<file path="config.mk">
export PLATFORM = sky130hd
export DESIGN_NAME = mem_port_arbiter
export DESIGN_NICKNAME = d
export VERILOG_FILES = /design/src/rtl/mem_port_arbiter.sv
export SDC_FILE = /design/constraint.sdc
export NUM_CORES = 1
export LEC_CHECK = 0
export CORE_AREA = 2 2 190 192
export CTS_BUF_LIST = sky130_fd_sc_hd__clkbuf_16
export CTS_CLUSTER_SIZE = 16
export DETAILED_ROUTE_END_ITERATION = 8
export DIE_AREA = 0 0 192 194
export HOLD_SLACK_MARGIN = 0.03
export SYNTH_ARGS = -nofsm -noshare
export SYNTH_HDL_FRONTEND = slang
export SYNTH_SLANG_ARGS = --single-unit
</file>
<file path="constraint.sdc">
create_clock -name i_clk -period 5.1 [get_ports i_clk]
set_input_delay 1.02 -clock i_clk [delete_from_list [all_inputs] [get_ports i_clk]]
set_output_delay 1.02 -clock i_clk [all_outputs]
set_load 0.01 [all_outputs]
</file>
<file path="src/rtl/mem_port_arbiter.sv">
// Arbitrates one single-ported memory between the instruction-fetch and data ports.
// Data wins contention unless fetch has lost STARVE_MAX arbitrations in a row.
module mem_port_arbiter #(
    parameter int unsigned AW         = 64,
    parameter int unsigned DW         = 64,
    parameter int unsigned STARVE_MAX = 4
) (
    input  logic          i_clk,
    input  logic          i_rst,
    input  logic          i_if_req,
    input  logic [AW-1:0] i_if_addr,
    output logic          o_if_gnt,
    output logic          o_if_valid,
    output logic [31:0]   o_if_rdata,
    input  logic          i_ds_req,
    input  logic          i_ds_rw,
    input  logic [AW-1:0] i_ds_addr,
    input  logic [DW-1:0] i_ds_wdata,
    output logic          o_ds_gnt,
    output logic          o_ds_valid,
    output logic [DW-1:0] o_ds_rdata,
    output logic          o_mem_cs,
    output logic          o_mem_rw,
    output logic [AW-1:0] o_mem_addr,
    output logic [DW-1:0] o_mem_wdata,
    input  logic [DW-1:0] i_mem_rdata,
    input  logic          i_mem_ready,
    output logic          o_busy
);

    localparam int unsigned CW = $clog2(STARVE_MAX + 1);

    typedef enum logic [1:0] {
        IDLE   = 2'd0,
        IF_ACC = 2'd1,
        DS_ACC = 2'd2
    } state_t;

    state_t        state;
    logic [CW-1:0] starve_cnt;
    logic          starved;

    assign starved  = (starve_cnt == CW'(STARVE_MAX));
    assign o_mem_cs = (state != IDLE);
    assign o_busy   = (state != IDLE);

    // Grants depend only on state, requests and the starvation counter; gated off during reset.
    always_comb begin
        o_if_gnt = 1'b0;
        o_ds_gnt = 1'b0;
        if (i_rst && (state == IDLE)) begin
            if (i_ds_req && !(i_if_req && starved)) begin
                o_ds_gnt = 1'b1;
            end else if (i_if_req) begin
                o_if_gnt = 1'b1;
            end
        end
    end

    always_ff @(posedge i_clk or negedge i_rst) begin
        if (!i_rst) begin
            state       <= IDLE;
            starve_cnt  <= '0;
            o_if_valid  <= 1'b0;
            o_if_rdata  <= '0;
            o_ds_valid  <= 1'b0;
            o_ds_rdata  <= '0;
            o_mem_rw    <= 1'b0;
            o_mem_addr  <= '0;
            o_mem_wdata <= '0;
        end else begin
            o_if_valid <= 1'b0;
            o_ds_valid <= 1'b0;
            case (state)
                IDLE: begin
                    if (o_ds_gnt) begin
                        o_mem_addr  <= i_ds_addr;
                        o_mem_rw    <= i_ds_rw;
                        o_mem_wdata <= i_ds_wdata;
                        state       <= DS_ACC;
                        if (i_if_req && !starved) begin
                            starve_cnt <= starve_cnt + CW'(1);
                        end
                    end else if (o_if_gnt) begin
                        o_mem_addr  <= i_if_addr;
                        o_mem_rw    <= 1'b0;
                        o_mem_wdata <= '0;
                        starve_cnt  <= '0;
                        state       <= IF_ACC;
                    end
                end
                IF_ACC: begin
                    if (i_mem_ready) begin
                        // Select the 32-bit instruction word within the 64-bit memory beat.
                        o_if_rdata <= o_mem_addr[2] ? i_mem_rdata[63:32] : i_mem_rdata[31:0];
                        o_if_valid <= 1'b1;
                        state      <= IDLE;
                    end
                end
                DS_ACC: begin
                    if (i_mem_ready) begin
                        if (!o_mem_rw) begin
                            o_ds_rdata <= i_mem_rdata;
                        end
                        o_ds_valid <= 1'b1;
                        state      <= IDLE;
                    end
                end
                default: state <= IDLE;
            endcase
        end
    end

endmodule

</file>
## After elaboration in Yosys (flattened, before gate mapping)

Index checks and enable logic that the tools add are counted.

- Logic and storage cells: 54
- Memories kept: 0
- Bits of input ports: 262
- Output and inout port bits: 231
- Bits in registers: 232
- Bits in latches: 0
- Bits in read-only memories: 0
- Memory bits (writable): 0

- Reduce and logical (&&, ||, !) cells: 15
- $mul: 0
- Bitwise logic cells: 1
- Shifts and indexed selects: 0
- Mux-type cells: 22
- Add/sub/neg operators: 1
- Eq/ne operators: 6
- Divide/modulo/power cells: 0
- Order comparisons: 0

Operators by type and width:

| cell | number |
|---|---|
| 64-bit two-way mux | 4 |
| 32-bit two-way mux | 1 |
| 1-bit two-way mux | 10 |
| 3-bit two-way mux | 3 |
| 2-bit two-way mux | 3 |
| 2-bit AND reduction | 3 |
| 3-bit AND reduction | 2 |
| 1-bit logical AND | 4 |
| 2-bit by 1-bit != test with 1-bit output, second input constant | 2 |
| 2-bit one-hot mux with 2 select lines | 1 |
| 2-bit nonzero test | 2 |
| 3-bit by 1-bit adder with 3-bit output, second input constant | 1 |
| 3-bit == test, second input constant | 1 |
| 3-bit != test, second input constant | 1 |
| 2-bit by 1-bit == test with 1-bit output, second input constant | 1 |
| 2-bit == test, second input constant | 1 |
| 1-bit logical NOT | 2 |
| 2-bit logical NOT | 1 |
| 2-bit OR reduction | 1 |
| 1-bit inverter | 1 |

## Depth between registers and ports, before layout

- Depth after elaboration: 9
- Depth in mapped cells: 8
- Mapped depth without buffers: 6

## Least setup slack after synthesis

OpenSTA, ideal clock, no wires.

- Kind: input-to-output
- Start: input i_if_req
- End: output o_ds_gnt
- Arrival time: 1646 ps
- Cell stages on the path: 5
- Slack: 2434 ps
- Buffers on the path: 2
- Cells stage by stage: nand3_2 -> nand4_2 -> inv_2 -> buf_6 -> buf_2

- Word-level cells in the longest chain between the ends: 5

Ends and longest elaborated chain:

| what | RTL line | text |
|---|---|---|
| from (decl) | 10 | `input logic i_if_req,` |
| 1-bit logical AND | 52 | `if (i_ds_req && !(i_if_req && starved)) begin` |
| 1-bit logical NOT | 52 |  |
| 1-bit logical AND | 52 |  |
| 1-bit two-way mux | 52 |  |
| 1-bit two-way mux | 51 | `if (i_rst && (state == IDLE)) begin` |
| to (decl) | 19 | `output logic o_ds_gnt,` |

No other way between the ends.

## Final worst setup path

- Start: input i_ds_req
- End: output o_ds_gnt

- Word-level cells in the longest chain between the ends: 3

Ends and longest elaborated chain:

| what | RTL line | text |
|---|---|---|
| from (decl) | 15 | `input logic i_ds_req,` |
| 1-bit logical AND | 52 |  |
| 1-bit two-way mux | 52 |  |
| 1-bit two-way mux | 51 |  |

No other way between the ends.

==> metrics.md <==
| Metric | Value |
|---|---|
| Max-cap viol count | 0 |
| Iter 0 DRT Violations | 255 |
| Layout cell share with drive strength beyond 1 | 0.104 |
| Leak | about 6.5 nW |
| Cell Int Power | between 6 and 7 mW |
| Htree depth | 1 |
| I/O Buffers | around 490 |
| Reg-to-reg slack, setup | 2200 ps |
| Clk_lat worst skew | ~520 ps |
| Final Skew | 6.01 ps |
| Peak supply drop | 0.000337 V |
| Critical Path RT | 4080 ps |
| Post-synthesis cell count | about 680 |
| Most common cell in the netlist | dfrtp_1 |
| GRT met3 Usage | 0.0512 |
| Max clock buf depth | 3 |
| Post-synth cell types | 33 |
| FP Rows | 69 |
| Clk slew on worst S/H paths | 60 ps |
| Cts hold-fix bufs | 0 |
| GRT met1 Usage | 0.196 |
| NumNets Final | 1421 |
| Post-DP HPWL | around 23000 um |
| GRT Residual Overflow | 0 |
| Asr flop ratio synth | 1.00 |
| Total negative slack | 0 ps |
| Setup WS pre-CTS | 1270 ps |
| Core area | 35200 um^2 |
| Number of synthesized flops with an enable pin | 0 |
| Max FO, Critical Path | 7 |
| Mean Syn Cell Area | 13.8 um^2 |
| Max-slew violations | 0 |
| Tmin final | 3700 ps |
| RSZ-0062 raised after global routing | no |
| Slowest stage delay, CP | between 700 and 800 ps |
| Status | completed |
| Worst-path cell chain | clkdlybuf4s50_1 > nand4_2 > inv_4 > clkdlybuf4s50_1 |
| # DRC | 0 |
| FF-to-FF End | o_mem_addr[35] |
| Design Power | 9.38 mW |
| Post-Route WL | about 32000 um |
| Worst-Margin Slew | around 960 ps |
| Logic pwr share | 0.458 |
| Largest net degree at the start of global routing | 79 |
| Global placement routability congestion | 0.822 |
| Critical path startpoint | i_ds_req |
| Crit path depth | 4 |
| TritonCTS clock tree | yes |
| Clock Sinks | 232 |
| Hold crit path type | in2async |
| Sw Ratio | 0.317 |
| Final core occ | 0.439 |
| Crit path top cell by count | clkdlybuf4s50_1 |
| Clock root buffer | clkbuf_16 |
| Top cell type's share of synthesized area | 0.624 |
| Clock power frac | 0.197 |
| Worst setup endpoint | o_ds_gnt |
| P&R area growth vs syn | 66.2% |
| Grt met2 use | 0.280 |
| Register bit total from synthesis | 232 |
| Post-route ant nets | 0 |
| Worst slew margin | 0.363 |
| Max Fclk | about 270 MHz |
| Arrival time of the worst setup path | about 2700 ps |
| Busiest grt layer | met2 |
| Seq pwr share | 0.346 |
| Die height | 194 um |
| CP Launch Type | primary input |
| Synthesis Warnings | 0 |
| CP top delay family | buffers and inverters |
| Routed length per instance | roughly 19 um |
| First-pass GRT wire length | about 47000 um |
| Crit end category | primary output |
| Slack of the critical path | 1400 ps |
| DR vias | 7514 |
| CP bufs+invs | 3 |
| Initial Utilization | 0.264 |
| Period Utilization, post-route | 0.726 |
| CTS Buf Count | 26 |
| Syn nets | between 900 and 1000 |
| Critical path class | in2out |
| R2r worst-path depth | 7 |
| Sequential fraction of the synthesis area | 0.624 |
| Max stage delay cell, worst path | clkdlybuf4s50_1 |
| Vias in the first global route | around 8000 |
| Post-CTS setup buffers | 0 |
| Initial antenna violation count | 1 |
| Pwr Density | around 610 nW/um^2 |
| Synth Flop Type | dfrtp_1 |
| IO Pins | 493 |
| Die ar. | 37200 um^2 |
| Synth top area cells | dfrtp_1 62%, mux2_2 7.7%, a221o_1 6.9%, a22o_1 6.1%, and2_1 3.6% |
| Synth area leader | dfrtp_1 |
| Initial DRT Pass Iterations | 4 |
| Average via count per standard cell | 4.60 |
| Die W | roughly 190 um |
| P_sw | between 2 and 3 mW |
| Tot GR Track Use | 0.163 |
| # setup viols final | 0 |
| Top cells by count, synth | 232 x dfrtp_1, 65 x a22o_1, 64 x a221o_1, 64 x mux2_2, 54 x and2_1 |
| Fin. Hold Viols | 0 |
| CTS resizes | 0 |
| Synthesized area | 9310 um^2 |
| Critical R2R Launch | state[1] |
==> stage by stage <==
step / hold WS [ps] / std cells / instance area [um^2]
2_1_floorplan: 475 / 675 / 9310
3_3_place_gp: 484 / 1587 / 14600
3_5_place_dp: 482 / 1587 / 14600
4_1_cts: 400 / 1633 / 15500
5_1_grt: 421 / 1633 / 15500
6_report: 415 / 1634 / 15500
==> power by group through the flow <==
stage / clock (mW) / sequential [mW] / combinational [mW]
detailed placement: 0 / 3.24 / 4.35
global route: 1.98 / 3.36 / 4.59
global placement: 0 / 3.24 / 4.32
floorplan: 0 / 3.63 / 1.44
CTS: 1.92 / 3.25 / 4.36
finish: 1.84 / 3.24 / 4.29
==> worst register-to-register path: stages, from the launching register on <==
cell	delay, ps
dfrtp_1	380
inv_1	100
ha_1	370
nand4_2	230
inv_4	130
buf_4	520
buf_4	750
a221o_1	340
==> area by class of cell <==
class,instances,area [um^2]
clock buffer,27,676
timing repair buffer,505,5040
clock inverter,19,155
sequential,232,5810
inverter,6,25.0
antenna,1,2.50
multi-input combinational,383,3190
tap,461,577
fill,3284,19800
==> worst min-delay path by stage <==
stage,startpoint,to,cells past startpoint
floorplan,starve_cnt[1],starve_cnt[1],2
global placement,o_mem_wdata[19],o_mem_wdata[19],1
detailed placement,o_mem_wdata[33],o_mem_wdata[33],1
CTS,i_rst,o_ds_rdata[11],1
global route,i_rst,o_ds_rdata[11],1
finish,i_rst,o_ds_rdata[11],1
==> routing by layer <==
layer / routed length [um] / vias to the layer above
met5: 0 / -
met4: 703 / 0
met2: 15300 / 346
met1: 12600 / 3667
li1: - / 3450
met3: 2930 / 51
==> sequential cells by signal (all words and copies together), names as in the netlist <==
name         flops
o_mem_rw         1
o_ds_valid       1
o_mem_addr      64
o_if_valid       1
state            2
o_if_rdata      32
starve_cnt       3
o_ds_rdata      64
o_mem_wdata     64
==> cell families after synthesis <==
family | after synthesis | share of synthesized area
flip-flops | 232 | 0.624
AO/OA/AOI/OAI | 170 | 0.154
AND/OR/NAND/NOR | 111 | 0.0667
multiplexers | 96 | 0.112
buffers and inverters | 60 | 0.0360
adder cells (fa/ha/maj) | 5 | 0.00672
XOR/XNOR | 1 | 0.000941
==> placed cells by master (no fill, tap or decap), drive strengths merged, types with 27 or more instances in the layout <==
cell           instances
a21oi                 34
a221o                 64
a22o                  65
and2                  67
clkbuf                27
clkdlybuf4s50        491
dfrtp                232
mux2                  64
mux2i                 32
nor2                  34
(Power assumes the default switching activity.)
